==> config.mk <==
export PLATFORM = sky130hd
export DESIGN_NAME = regfile_param_flat
export DESIGN_NICKNAME = d
export VERILOG_FILES = /design/src/rtl/regfile_param_if.sv /design/src/rtl/regfile_param.sv /design/src/flat_wrapper.sv
export SDC_FILE = /design/constraint.sdc
export NUM_CORES = 2
export LEC_CHECK = 0
export CELL_PAD_IN_SITES_DETAIL_PLACEMENT = 1
export CELL_PAD_IN_SITES_GLOBAL_PLACEMENT = 2
export CORE_UTILIZATION = 40
export DETAILED_ROUTE_END_ITERATION = 8
export PLACE_DENSITY_LB_ADDON = 0.1
export SETUP_SLACK_MARGIN = 0.15
export SLEW_MARGIN = 40
export SYNTH_ARGS = -nofsm -noshare
export SYNTH_HDL_FRONTEND = slang
export SYNTH_SLANG_ARGS = --single-unit
==> constraint.sdc <==
create_clock -name Clk -period 7.5 [get_ports Clk]
set_clock_uncertainty 0.1 [all_clocks]
set_input_delay 0.75 -clock Clk [delete_from_list [all_inputs] [get_ports Clk]]
set_output_delay 0.75 -clock Clk [all_outputs]
set_load 0.01 [all_outputs]
==> src/rtl/regfile_param_if.sv <==
// ---------------------------------------------------------------------------
// regfile_param_if
// Bus bundle for the parametrised register file.
//   master : the datapath side. It drives the read/write addresses, the write
//            data and enables and clearStart. It observes the read data,
//            clearBusy and writeConflict.
//   slave  : the register file side.
// Clk and reset are not part of this bundle; they stay plain module ports.
// ---------------------------------------------------------------------------
interface regfile_param_if #(
  parameter int WIDTH  = 32,
  parameter int ADDR_W = 5
);
  logic [ADDR_W-1:0] readRegister1;
  logic [ADDR_W-1:0] readRegister2;
  logic [WIDTH-1:0]  readData1;
  logic [WIDTH-1:0]  readData2;
  logic [ADDR_W-1:0] writeRegister;
  logic [WIDTH-1:0]  writeData;
  logic              regWrite;
  logic [ADDR_W-1:0] writeRegisterB;
  logic [WIDTH-1:0]  writeDataB;
  logic              regWriteB;
  logic              clearStart;
  logic              clearBusy;
  logic              writeConflict;

  modport master (
    output readRegister1, readRegister2,
    output writeRegister, writeData, regWrite,
    output writeRegisterB, writeDataB, regWriteB,
    output clearStart,
    input  readData1, readData2, clearBusy, writeConflict
  );

  modport slave (
    input  readRegister1, readRegister2,
    input  writeRegister, writeData, regWrite,
    input  writeRegisterB, writeDataB, regWriteB,
    input  clearStart,
    output readData1, readData2, clearBusy, writeConflict
  );
endinterface

==> src/rtl/regfile_param.sv <==
// ---------------------------------------------------------------------------
// regfile_param
// Multi-ported register file. It has two asynchronous read ports and two
// synchronous write ports. Port A wins when both ports write the same address.
// Register 0 can optionally be hardwired to zero. A sweep-clear sequencer
// zeroes one entry per cycle.
//
// Parameters
//   WIDTH    : data bits per register
//   ADDR_W   : address bits. The array holds DEPTH = 2**ADDR_W entries.
//   ZERO_REG : when 1, register 0 always reads 0 and ignores writes.
// Ports
//   Clk   : clock. All state updates happen on the rising edge.
//   reset : synchronous, active-high. It clears the array and aborts a sweep.
//   bus   : regfile_param_if.slave
//           - read ports 1 and 2 (readRegisterN, readDataN)
//           - write port A (writeRegister, writeData, regWrite)
//           - write port B (writeRegisterB, writeDataB, regWriteB)
//           - sweep control (clearStart, clearBusy)
//           - writeConflict
// Build option
//   REGFILE_BYPASS_EN : when defined, a write that is accepted this cycle is
//                       forwarded combinationally to a read port that reads
//                       the same address.
// ---------------------------------------------------------------------------
module regfile_param #(
  parameter int WIDTH    = 32,
  parameter int ADDR_W   = 5,
  parameter int ZERO_REG = 1
) (
  input logic            Clk,
  input logic            reset,
  regfile_param_if.slave bus
);

  localparam int DEPTH   = 2 ** ADDR_W;
  localparam bit ZERO_EN = (ZERO_REG != 0);

  typedef enum logic {
    IDLE  = 1'b0,
    CLEAR = 1'b1
  } state_t;

  state_t            state;
  logic [ADDR_W-1:0] counter;
  logic              clearBusyQ;
  logic              writeConflictQ;
  logic [WIDTH-1:0]  regs [DEPTH];

  // Effective write enables. A write to the hardwired zero register does not
  // count as a write, so it can never cause a collision or a forward.
  logic weA;
  logic weB;
  logic collision;

  always_comb begin
    // NOTE: every always_comb output gets a value on every path; here they
    // are plain expressions, so no latch can be inferred.
    weA       = bus.regWrite  && !(ZERO_EN && (bus.writeRegister  == '0));
    weB       = bus.regWriteB && !(ZERO_EN && (bus.writeRegisterB == '0));
    collision = weA && weB && (bus.writeRegister == bus.writeRegisterB);
  end

  // A read returns the stored value. With bypass enabled, it returns the data
  // being written this cycle instead. Port A is checked last so that its data
  // wins on a collision. Register 0 is forced to zero after any forwarding.
  function automatic logic [WIDTH-1:0] readPort(input logic [ADDR_W-1:0] addr);
    logic [WIDTH-1:0] data;
    data = regs[addr];
`ifdef REGFILE_BYPASS_EN
    if (state == IDLE) begin
      if (weB && (bus.writeRegisterB == addr)) data = bus.writeDataB;
      if (weA && (bus.writeRegister  == addr)) data = bus.writeData;
    end
`endif
    if (ZERO_EN && (addr == '0)) data = '0;
    return data;
  endfunction

  assign bus.readData1     = readPort(bus.readRegister1);
  assign bus.readData2     = readPort(bus.readRegister2);
  assign bus.clearBusy     = clearBusyQ;
  assign bus.writeConflict = writeConflictQ;

  // NOTE: sequential state is assigned with non-blocking (<=) only, so every
  // read inside this block sees the value from before the edge.
  always_ff @(posedge Clk) begin
    if (reset) begin
      // NOTE: the array is reset entry by entry because reset must leave every
      // register at zero. This keeps it in flops rather than a RAM macro.
      for (int i = 0; i < DEPTH; i++) regs[i] <= '0;
      state          <= IDLE;
      counter        <= '0;
      clearBusyQ     <= 1'b0;
      writeConflictQ <= 1'b0;
    end else begin
      unique case (state)
        IDLE: begin
          writeConflictQ <= collision;
          if (weB && !collision) regs[bus.writeRegisterB] <= bus.writeDataB;
          if (weA)               regs[bus.writeRegister]  <= bus.writeData;
          // Writes presented in the same cycle as clearStart still complete.
          if (bus.clearStart) begin
            state      <= CLEAR;
            counter    <= '0;
            clearBusyQ <= 1'b1;
          end
        end
        CLEAR: begin
          // Both write ports and clearStart are ignored while the sweep runs.
          writeConflictQ <= 1'b0;
          regs[counter]  <= '0;
          counter        <= counter + ADDR_W'(1);
          // The sweep ends when the counter wraps; it is back at 0 afterwards.
          if (&counter) begin
            state      <= IDLE;
            clearBusyQ <= 1'b0;
          end
        end
        default: state <= IDLE;
      endcase
    end
  end

endmodule
==> src/flat_wrapper.sv <==
// flat-port wrapper written by rule: the top's interface ports become plain ports
module regfile_param_flat 
#(
  parameter int WIDTH    = 32,
  parameter int ADDR_W   = 5,
  parameter int ZERO_REG = 1
)
  (Clk, reset, bus_readRegister1, bus_readRegister2, bus_writeRegister, bus_writeData, bus_regWrite, bus_writeRegisterB, bus_writeDataB, bus_regWriteB, bus_clearStart, bus_readData1, bus_readData2, bus_clearBusy, bus_writeConflict);
  regfile_param_if #(.WIDTH(WIDTH), .ADDR_W(ADDR_W)) bus_i ();
  input logic Clk;
  input logic reset;
  input wire logic [$bits(bus_i.readRegister1)-1:0] bus_readRegister1;
  input wire logic [$bits(bus_i.readRegister2)-1:0] bus_readRegister2;
  input wire logic [$bits(bus_i.writeRegister)-1:0] bus_writeRegister;
  input wire logic [$bits(bus_i.writeData)-1:0] bus_writeData;
  input wire logic [$bits(bus_i.regWrite)-1:0] bus_regWrite;
  input wire logic [$bits(bus_i.writeRegisterB)-1:0] bus_writeRegisterB;
  input wire logic [$bits(bus_i.writeDataB)-1:0] bus_writeDataB;
  input wire logic [$bits(bus_i.regWriteB)-1:0] bus_regWriteB;
  input wire logic [$bits(bus_i.clearStart)-1:0] bus_clearStart;
  output wire logic [$bits(bus_i.readData1)-1:0] bus_readData1;
  output wire logic [$bits(bus_i.readData2)-1:0] bus_readData2;
  output wire logic [$bits(bus_i.clearBusy)-1:0] bus_clearBusy;
  output wire logic [$bits(bus_i.writeConflict)-1:0] bus_writeConflict;
  assign bus_i.readRegister1 = bus_readRegister1;
  assign bus_i.readRegister2 = bus_readRegister2;
  assign bus_i.writeRegister = bus_writeRegister;
  assign bus_i.writeData = bus_writeData;
  assign bus_i.regWrite = bus_regWrite;
  assign bus_i.writeRegisterB = bus_writeRegisterB;
  assign bus_i.writeDataB = bus_writeDataB;
  assign bus_i.regWriteB = bus_regWriteB;
  assign bus_i.clearStart = bus_clearStart;
  assign bus_readData1 = bus_i.readData1;
  assign bus_readData2 = bus_i.readData2;
  assign bus_clearBusy = bus_i.clearBusy;
  assign bus_writeConflict = bus_i.writeConflict;
  regfile_param #(.WIDTH(WIDTH), .ADDR_W(ADDR_W), .ZERO_REG(ZERO_REG)) u_core (.Clk(Clk), .reset(reset), .bus(bus_i));
endmodule
==> metrics.txt <==
status completed; DR pass1 iterations 6; number of global-route vias before repair 51,300; Setup Crit Path Kind input port to primary output; final setup violation count 0; total CTS buffers 121; worst hold path type input port to register; sequential share of the synthesized area 0.516; most frequent cells in the layout 1,024 x edfxtp_1, 737 x nand2_1, 512 x mux4_2; leak pwr 22.3 nW; Sequential Area 30,900 um^2; H-tree levels 3; clock root buffer clkbuf_16; crit path time final 5.27 ns; Main synth FF type edfxtp_1; row count 141; global placement routability congestion 0.939; I/O pin cnt 155; setup_tns 0 ns; HPWL after DPL 208,000 um; CTS tree built; first-pass GRT wire length 449,000 um; Post-CTS Resized 0; worst vdd ir 182 uV; max frequency 190 MHz; Worst-path clk slew 0.06 ns; critical path startpoint category input port; clock share of power 0.401; sequential power share 0.439; Yosys top cell area share 0.514; Arrival @ worst endpoint 4.42 ns; die width 389 um; Cells after Synth 4,637; clock insertion delay at the later pin of the skew report 0.79 ns; grt ovf 0; overall power 15.4 mW; cell accounting for the most synthesized area edfxtp_1; Net Sw Frac 0.292; Port Buffers 154; R2R Path Start u_core.state; non-filler cells, final 6,667; cell count after placement 6,424; hold path start bus_writeData[13]; switching power total 4.49 mW; drt wl/cell 50.2 um; Bufs on Longest Clock Path 3; clock sinks 1,032; max cap viols 0; worst-margin pin slew 1.07 ns; Tcrit/Tclk final 0.703; largest net degree at the start of global routing 69; Setup Buffers After CTS 0; Slew Limit Fails 0; drt drc 0; Core ar. 148,000 um^2; Fill cells 14,900; Cell Area, Synth 59,900 um^2; area of the multi-input gates 27,200 um^2; synth top area cells edfxtp_1 51%, mux4_2 19%, nand2_1 4.7%; Slew HR 0.286; CP startpoint bus_readRegister2[0]; internal power 10.9 mW; worst-path maximum fanout 26; DR vias 51,900; RSZ-0062 raised after global routing false; share of layout cells above drive strength 1 0.231; required time worst endpoint 6.65 ns; initial antenna violation count 20; area grow syn2layout 14.5%; Die Footprint 151,000 um^2; Layout Nets 4,714; Seq cells post-synth 1,032; final hold violation count 0; GRT Total Usage 0.438; Synth cell types 66; starting density of the core 0.404; pre-CTS WS 2.36 ns; FFs w/ async S/R, synth 0; syn_area_per_cell 12.9 um^2; CTS Hold Buffers Added 0; Die Y 389 um; total power divided by cell area 224 nW/um^2; most common cell after layout, fill and taps aside edfxtp_1; final worst slack 2.23 ns; via/cell ratio 7.78; initial DRC count 8,462; EDFF count, synth 1,024; routed wire length 335,000 um; Final ANT Viol Nets 0; combinational power share 0.161; critical path endpoint category primary output; synthesis warning total 0
==> cell type report <==
cell class,count,area share
diodes,9,0.000328
clock buffers,142,0.0459
clock inverters,86,0.0121
inverters,14,0.000766
multi-input cells,3062,0.396
flip-flops and latches,1032,0.451
well taps,1930,0.0352
repair buffers,392,0.0588
==> synth_stat cells (12+ instances only) <==
cell type  number
inv_1          14
a21o_1         46
a221oi_1      108
or3_1          23
a311o_1        31
a21oi_1        46
mux2i_1       174
mux4_2        512
o21ai_0       382
nor3_1         12
edfxtp_1     1024
nand2_1       742
nand3_1        54
buf_2         203
nor2_1        108
nand4_1        29
buf_1          17
o41ai_1        70
clkbuf_1      330
a32o_1         41
o31ai_1        23
o22ai_1       381
and2_1         18
mux2_2         20
o21ai_1        19
o32ai_1        99
==> cell families after synthesis <==
logic type | Yosys count | share of synthesized area
other | 1 | 0.0000626
muxes | 707 | 0.226
DFF | 1032 | 0.516
buffers and inverters | 574 | 0.0408
AOI/OAI and AO/OA | 1269 | 0.142
xor gates and xnor gates | 5 | 0.000731
and+or+nand+nor | 1047 | 0.0737
adders and majority gates | 2 | 0.000418
==> worst paths after layout <==
| check | end | slack (ns) | depth (start not counted) |
|---|---|---|---|
| max | bus_readData2[11] | 2.23 | 7 |
| min reg2reg | u_core.bus.clearBusy | 0.51 | 2 |
| max reg2reg | u_core.regs[13][10] | 3.20 | 6 |
| min | u_core.regs[4][13] | 0.47 | 3 |
==> flip-flops by register name (all words and copies together), names as in the netlist <==
name and count:
u_core.state 1, u_core.regs 1024, u_core.bus.clearBusy 1, u_core.counter 5, u_core.bus.writeConflict 1
==> worst max-delay path, cell delays in order <==
cell and delay [ns]:
buf_8 0.30, buf_4 0.60, buf_4 0.62, mux4_2 0.36, mux2i_1 0.09, a221oi_1 0.78, clkdlybuf4s50_1 0.68
==> power groups by stage <==
stage                     Combinational (mW)  Sequential, mW  Clock, mW
after CTS                               2.38            6.74       6.14
final                                   2.47            6.75       6.16
after floorplan                         1.22            6.79          0
after detailed placement                2.37            6.85          0
after global placement                  2.30            6.84          0
after global routing                    2.46            6.76       6.33
==> per-layer routing <==
layer  global-route usage  vias up  wire (um)
met1                0.536    27000     116000
li1                     -    18900          -
met4                0.344        8      31600
met2                0.654     4647     146000
met5                    0        -         53
met3                0.120     1261      41100
==> stage by stage <==
stage,area [um^2],hold slack (ns),util
global route,68600,0.480,0.463
finish,68600,0.470,0.463
detailed placement,64500,0.489,0.435
CTS,68500,0.435,0.462
global placement,63600,0.474,0.429
floorplan,60000,0.420,-
No activity file was read; power rests on OpenSTA's default activity.
